$ cat src/rtl/ysyx_22041412_decode_stage.sv
// Decode stage: one-entry pipeline register between fetch and execute.
// Splits a raw RV32/RV64 instruction into fields, builds the sign-extended
// immediate, picks operand sources and flags illegal encodings. Handshake
// is valid/ready on both sides; illegal instructions flow through unchanged.
//
// Ports:
//   clk, rst             clock, synchronous active-high reset
//   in_valid/in_ready    upstream handshake, in_instr/in_pc the instruction
//   flush                drop the held bundle and any incoming instruction
//   out_valid/out_ready  downstream handshake
//   out_pc, opcode, func3, func7, rs1, rs2, rd, imme, v1type, v2type,
//   mul_en, rd_wen, illegal   registered decoded bundle
module ysyx_22041412_decode_stage #(
  parameter int unsigned XLEN   = 64,
  parameter int unsigned RVM_EN = 1
) (
  input  logic            clk,
  input  logic            rst,
  input  logic            in_valid,
  output logic            in_ready,
  input  logic [31:0]     in_instr,
  input  logic [XLEN-1:0] in_pc,
  input  logic            flush,
  output logic            out_valid,
  input  logic            out_ready,
  output logic [XLEN-1:0] out_pc,
  output logic [6:0]      opcode,
  output logic [2:0]      func3,
  output logic            func7,
  output logic [4:0]      rs1,
  output logic [4:0]      rs2,
  output logic [4:0]      rd,
  output logic [XLEN-1:0] imme,
  output logic            v1type,
  output logic            v2type,
  output logic            mul_en,
  output logic            rd_wen,
  output logic            illegal
);

  typedef enum logic [2:0] {FmtNone, FmtI, FmtU, FmtJ, FmtB, FmtS, FmtR} fmt_e;

  localparam logic [6:0] OpLoad   = 7'b0000011;
  localparam logic [6:0] OpOpImm  = 7'b0010011;
  localparam logic [6:0] OpAuipc  = 7'b0010111;
  localparam logic [6:0] OpImm32  = 7'b0011011;
  localparam logic [6:0] OpStore  = 7'b0100011;
  localparam logic [6:0] OpOp     = 7'b0110011;
  localparam logic [6:0] OpLui    = 7'b0110111;
  localparam logic [6:0] OpOp32   = 7'b0111011;
  localparam logic [6:0] OpBranch = 7'b1100011;
  localparam logic [6:0] OpJalr   = 7'b1100111;
  localparam logic [6:0] OpJal    = 7'b1101111;
  localparam logic [6:0] OpSystem = 7'b1110011;

  localparam bit IsRv64 = (XLEN == 64);
  localparam bit HasM   = (RVM_EN != 0);

  logic [6:0]  op;
  fmt_e        fmt;
  logic        illegal_d;
  logic [63:0] imm64;
  logic        v1type_d;
  logic        v2type_d;
  logic        mul_en_d;
  logic        rd_wen_d;
  logic        transfer;

  assign op = in_instr[6:0];

  // Reset also blocks acceptance so nothing slips in during the reset cycle.
  assign in_ready = !rst && !flush && (!out_valid || out_ready);
  assign transfer = in_valid && in_ready;

  always_comb begin
    fmt = FmtNone;
    case (op)
      OpJalr, OpLoad, OpOpImm, OpSystem: fmt = FmtI;
      OpImm32:                           fmt = IsRv64 ? FmtI : FmtNone;
      OpLui, OpAuipc:                    fmt = FmtU;
      OpJal:                             fmt = FmtJ;
      OpBranch:                          fmt = FmtB;
      OpStore:                           fmt = FmtS;
      OpOp:                              fmt = FmtR;
      OpOp32:                            fmt = IsRv64 ? FmtR : FmtNone;
      default:                           fmt = FmtNone;
    endcase
  end

  always_comb begin
    illegal_d = (in_instr[1:0] != 2'b11) || (fmt == FmtNone) ||
                ((fmt == FmtR) && in_instr[25] && !HasM);

    imm64    = '0;
    v1type_d = 1'b0;
    v2type_d = 1'b0;
    mul_en_d = 1'b0;
    rd_wen_d = 1'b0;

    if (!illegal_d) begin
      case (fmt)
        FmtI: imm64 = {{52{in_instr[31]}}, in_instr[31:20]};
        FmtU: imm64 = {{32{in_instr[31]}}, in_instr[31:12], 12'b0};
        FmtJ: imm64 = {{43{in_instr[31]}}, in_instr[31], in_instr[19:12], in_instr[20],
                       in_instr[30:21], 1'b0};
        FmtB: imm64 = {{51{in_instr[31]}}, in_instr[31], in_instr[7], in_instr[30:25],
                       in_instr[11:8], 1'b0};
        FmtS: imm64 = {{52{in_instr[31]}}, in_instr[31:25], in_instr[11:7]};
        default: imm64 = '0;
      endcase

      // Only jal and auipc take the PC as first operand.
      v1type_d = (op == OpJal) || (op == OpAuipc);
      v2type_d = (fmt == FmtI) || (fmt == FmtU) || (fmt == FmtS) || (fmt == FmtJ);
      mul_en_d = (fmt == FmtR) && in_instr[25] && HasM;
      rd_wen_d = ((fmt == FmtI) || (fmt == FmtU) || (fmt == FmtJ) || (fmt == FmtR)) &&
                 (in_instr[11:7] != 5'd0);
    end
  end

  always_ff @(posedge clk) begin
    if (rst) begin
      out_valid <= 1'b0;
      out_pc    <= '0;
      opcode    <= '0;
      func3     <= '0;
      func7     <= 1'b0;
      rs1       <= '0;
      rs2       <= '0;
      rd        <= '0;
      imme      <= '0;
      v1type    <= 1'b0;
      v2type    <= 1'b0;
      mul_en    <= 1'b0;
      rd_wen    <= 1'b0;
      illegal   <= 1'b0;
    end else if (flush) begin
      // Bundle contents are left as-is; only validity is dropped.
      out_valid <= 1'b0;
    end else if (transfer) begin
      out_valid <= 1'b1;
      out_pc    <= in_pc;
      opcode    <= op;
      func3     <= in_instr[14:12];
      func7     <= in_instr[30];
      rs1       <= in_instr[19:15];
      rs2       <= in_instr[24:20];
      rd        <= in_instr[11:7];
      imme      <= imm64[XLEN-1:0];
      v1type    <= v1type_d;
      v2type    <= v2type_d;
      mul_en    <= mul_en_d;
      rd_wen    <= rd_wen_d;
      illegal   <= illegal_d;
    end else if (out_ready) begin
      out_valid <= 1'b0;
    end
  end

endmodule

$ cat config.mk
export PLATFORM = sky130hd
export DESIGN_NAME = ysyx_22041412_decode_stage
export DESIGN_NICKNAME = d
export VERILOG_FILES = /design/src/rtl/ysyx_22041412_decode_stage.sv
export SDC_FILE = /design/constraint.sdc
export NUM_CORES = 1
export LEC_CHECK = 0
export ABC_AREA = 0
export CAP_MARGIN = 20
export CORE_ASPECT_RATIO = 0.8
export CORE_UTILIZATION = 36
export CTS_CLUSTER_SIZE = 24
export DETAILED_ROUTE_END_ITERATION = 8
export GPL_TIMING_DRIVEN = 1
export PLACE_DENSITY = 0.77
export REMOVE_ABC_BUFFERS = 1
export SYNTH_ARGS = -nofsm -noshare
export SYNTH_HDL_FRONTEND = slang
export SYNTH_SLANG_ARGS = --single-unit
$ cat constraint.sdc
create_clock -name clk -period 1.5 [get_ports clk]
set_clock_uncertainty 0.05 [all_clocks]
set_input_delay 0.15 -clock clk [delete_from_list [all_inputs] [get_ports clk]]
set_output_delay 0.15 -clock clk [all_outputs]
set_load 0.1 [all_outputs]
======== After elaboration in Yosys (flattened, before gate mapping) ========
Cells that the tools add are included.
cells by class
  reductions and logical operators ........ 24
  muxes and demuxes ....................... 9
  eq/ne operators ......................... 19
  bitwise logic cells ..................... 1
operators with widths
  operator                                                          count
  64-bit one-hot mux with 5 select lines                            1
  64-bit two-way mux                                                1
  7-bit by 6-bit == test with 1-bit output (second input constant)  4
  7-bit == test (second input constant)                             4
  7-bit by 5-bit == test with 1-bit output (second input constant)  3
  3-bit one-hot mux with 6 select lines                             1
  3-bit == test (second input constant)                             3
  1-bit logical OR                                                  8
  7-bit by 2-bit == test with 1-bit output (second input constant)  1
  3-bit by 2-bit == test with 1-bit output (second input constant)  2
  1-bit two-way mux                                                 6
  2-bit OR reduction                                                3
  1-bit logical AND                                                 5
  5-bit nonzero test                                                1
  5-bit OR reduction                                                1
  3-bit by 1-bit == test with 1-bit output (second input constant)  1
  1-bit logical NOT                                                 3
  3-bit logical NOT                                                 1
  2-bit inequality test (second input constant)                     1
  2-bit AND reduction                                               1
  2-bit nonzero test                                                1
  1-bit NOT                                                         1
storage, ports and cells
  output and inout port bits .............. 161
  logic and storage cells ................. 67
  register bits after elaboration ......... 160

======== Longest topological paths before layout ========
  word-level depth ........................ 9
  gate-level depth with buffers ........... 7
  depth with buffers taken out ............ 5

======== Worst setup path after synthesis ========
OpenSTA, ideal clock, no wires.
  path type ............................... register to register
  start ................................... register out_valid
  end ..................................... register out_pc[28]
  library setup time ...................... 0.132 ns
  buffers on the path ..................... 2
  stages on the path, launching flop included .. 8
  arrival ................................. 4.023 ns
  period minus slack after synthesis ...... 4.205 ns
  setup slack ............................. -2.705 ns
  path through ............................ dfxtp_1 nor2b_1 nor3_1 nand2_1 clkbuf_1 buf_1 nand2_1 a21oi_1
between the ends
  longest elaborated chain between the ends .. 5
RTL lines
  item                                  RTL line  text
  from (decl)                           24        output logic out_valid,
  from (signal assigned)                123       out_valid <= 1'b0;
  from (signal assigned)                139       out_valid <= 1'b0;
  from (signal assigned)                141       out_valid <= 1'b1;
  1-bit logical NOT                     72        assign in_ready = !rst && !flush && (!out_valid || out_ready);
  1-bit logical OR                      72
  1-bit logical AND                     72
  named net in_ready                    20        output logic in_ready,
  1-bit logical AND                     73        assign transfer = in_valid && in_ready;
  2-bit AND reduction (no source line)  n/a
  to (signal assigned)                  142       out_pc <= in_pc;
  to (decl)                             26        output logic [XLEN-1:0] out_pc,
The timed path passes the listed nets, and every way through them passes these cells.
A chain may end at the register's enable or synchronous reset.

======== Final worst setup path ========
  start ................................... register out_valid
  end ..................................... output in_ready
between the ends
  longest elaborated chain between the ends .. 3
RTL lines
  item               RTL line
  1-bit logical NOT  72
  1-bit logical OR   72
  1-bit logical AND  72
  to (decl)          20
Every way passes these cells.

==> results by group <==
Outcome
  – Outcome: finished with violations
  – Violated checks: negative setup slack

Logic synthesis
  – Syn Area/Cell: 7.97 um^2
  – EDFF count, synth: 0
  – Dominant synthesized flop cell: dfxtp_1
  – Post-synth cell types: 45
  – Largest area contributor in the netlist: dfxtp_1
  – Asr flop ratio synth: 0%
  – Ys Warns: 0
  – Synth area leaders: dfxtp_1 (50%), nand2_1 (15%), a21oi_1 (11%)
  – Share of the synthesized area in the top cell type: 50.2%
  – Post-synthesis cell area: 5100 um^2
  – Yosys reg bits: 128
  – Sequential share of the synthesized area: 50.2%
  – Post-Synthesis Cells: 640

CTS
  – Maximum buffer depth of the clock tree: 2
  – Num Clock Sinks: 128
  – Clk_lat worst skew: 400 ps
  – Hold buffers post-CTS: 0
  – CTS tree: done
  – Worst-path clk slew: 60 ps
  – # H-tree levels: 4
  – Total CTS buffers: 17
  – CTS root buffer: clkbuf_16

Flow run
  – Total of max-cap violations: 0

Placement
  – GP Congestion: 0.827
  – Post-placement cell count: 1074
  – Post-detail-place hpwl: 13.7 mm
  – Port Buf Inserts: 261
  – Setup WS pre-CTS: -710 ps

Timing
  – Hold Vio Cnt, Final: 0
  – Relative slew slack: 69.1%
  – Fmax: 604 MHz
  – Final Hold Slack: 9.06 ps
  – Slew @ Worst Pin: 461 ps
  – Final period utilization: 110%
  – Final setup viols: 107
  – Crit path time final: 1660 ps
  – RSZ-0062 raised after global routing: true
  – Final Max Tran Viols: 0
  – Final setup margin: -155 ps

Route
  – DRT Wirelength: 24.5 mm
  – 1st-pass router iterations: 7
  – Avg Vias per Cell: 5.39
  – Routed WL per cell: 21.1 um
  – DRC viols: 0
  – Via count: 6251
  – Detail Route Antenna Nets: 0
  – Detailed Route Iter0 Violations: 358

Setup path
  – CP arrival: 1460 ps
  – CP max FO: 2
  – CP max-delay cell: dfxtp_2
  – Critical path's largest stage delay: 320 ps
  – Critical path data required time: 1300 ps
  – Worst Setup End Kind: primary output
  – CP cell instances: nor2b_4 > nor3_2 > buf_4 > buf_6 > buf_12
  – Startpoint types: register
  – CP Class: reg -> out

Cells and area
  – Area grow syn2layout: 132%
  – Post-Layout Cell Count: 1160
  – Number of nets in the layout: 1068
  – Share of layout cells above drive strength 1: 47.4%
  – N_diodes: 0
  – Layout Utilization: 86.3%

Die
  – Floorplan row count: 38
  – Die Y: 108 um
  – Ports: 262
  – Core area: 13700 um^2
  – Starting Density: 37.3%
  – Die Area: 14700 um^2
  – Die Wd: 135 um

Power and ir drop
  – Power density over the cells: 851 nW/um^2
  – Cell Int Power: 6.97 mW
  – VDD IR max: 0.850 mV
  – Sw power: 3.08 mW
  – Leakage: 4.50 nW
  – Clock power share: 42.8%
  – Total power: 10.1 mW
  – Switching Fraction: 30.7%
  – Comb pwr share: 21.5%
  – Flop pwr share: 35.7%

Global routing
  – First-pass GRT wire length: 30.7 mm
  – Overall Global Routing Usage: 27.1%
  – Initial antenna violation count: 0
  – Remaining global-route overflow: 0
  – Pin count of the biggest net entering global routing: 81
  – Vias in the first global route: 5755

Worst hold path
  – HP Class: in -> reg
## path summary, 6_finish.rpt
| check | start | endpoint | slack (ps) | cells after the start |
|---|---|---|---|---|
| worst max-delay path | out_valid$_SDFFE_PP0P_ | in_ready | -160 | 5 |
| worst min-delay path | in_instr[4] | opcode[4]$_SDFFE_PP0P_ | 9 | 3 |
| worst max register to register | out_valid$_SDFFE_PP0P_ | v2type$_SDFFE_PP0P_ | -140 | 8 |
| worst min register to register | rd[4]$_SDFFE_PP0P_ | rd[4]$_SDFFE_PP0P_ | 440 | 2 |
## what timing repair did
item                                    in CTS  in global routing
cloned                                       5                 21
gates resized for setup                     76                136
pin swaps                                   25                 48
endpoints found under the setup margin     122                127
buffers inserted                            17                 12
## flip-flops by register name, summed over array words and instances, names as in the netlist
register   flops
func7          1
rd_wen         1
imme          32
opcode         7
rs1            5
v1type         1
mul_en         1
v2type         1
out_pc        64
out_valid      1
rs2            5
rd             5
func3          3
illegal        1
## synthesized netlist by cell type (3+ instances only)
master    instances
nor3_1            4
nand4_1           3
nor2_1            9
buf_2             3
nand2_1         210
o21ai_1          20
buf_1             5
buf_4            35
o21ai_0           8
clkbuf_1         34
a21oi_1         116
a22oi_1           9
nor2b_1           3
o31ai_1           3
nand2b_1          3
a22o_1            3
dfxtp_1         128
nand3b_1          7
## power groups by stage
stage / clock network [mW] / registers, mW / logic (mW)
global placement: 0 / 3.65 / 1.80
detailed placement: 0 / 3.65 / 1.82
global route: 4.50 / 3.59 / 2.23
floorplan: 0 / 4.24 / 0.235
CTS: 4.29 / 3.57 / 1.90
finish: 4.30 / 3.59 / 2.16
## critical path, delay by kind of cell, from the launching register on
family                 cells  cell delay (ps)
and+or+nand+nor            2              300
DFF                        1              320
buffers and inverters      3              440
## cell usage in the layout (no fill, tap or decap), types with 4 or more instances in the layout
cell type / instances
o21ai_2: 18
a22oi_1: 5
nand2_8: 4
clkdlybuf4s50_1: 93
a22oi_2: 6
dfxtp_1: 126
clkbuf_16: 30
buf_12: 173
o21ai_0: 4
buf_6: 25
o21ai_1: 5
buf_4: 67
nand2_1: 155
a21oi_1: 81
inv_6: 6
nand2_4: 11
nand3b_1: 7
a21oi_2: 34
nand2_2: 43
nor2_1: 7
## stage by stage
step           instance area, um^2  setup TNS, ps
2_1_floorplan                 4660       -1156570
3_3_place_gp                  9800         -41090
3_5_place_dp                  9800         -46380
4_1_cts                      10900          -2610
5_1_grt                      11800          -9480
6_report                     11800          -5730
## per-layer routing
layer	vias to the layer above	global-route usage (%)	routed length (um)
met5	-	0	0
met4	0	8.51	836
met3	69	6.75	2040
met2	341	47.9	12600
met1	3051	32.1	9010
li1	2790	-	-
## final cells by class
| class | instances | area [um^2] |
|---|---|---|
| fillers | 679 | 1870 |
| inverters | 3 | 11.3 |
| clock buffers | 18 | 439 |
| multi-input cells | 435 | 2750 |
| repair buffers | 382 | 5660 |
| well taps | 180 | 225 |
| clock inverters | 14 | 168 |
| flip-flops and latches | 128 | 2570 |
## logic make-up (layout without fill, tap and decap cells)
| kind of cell | after synthesis | after routing | share of synthesized area (%) |
|---|---|---|---|
| AOI/OAI and AO/OA | 175 | 176 | 19.6 |
| DFF | 128 | 128 | 50.2 |
| buffers and inverters | 82 | 417 | 8.97 |
| and+or+nand+nor | 255 | 259 | 21.2 |
(Power assumes the default switching activity.)
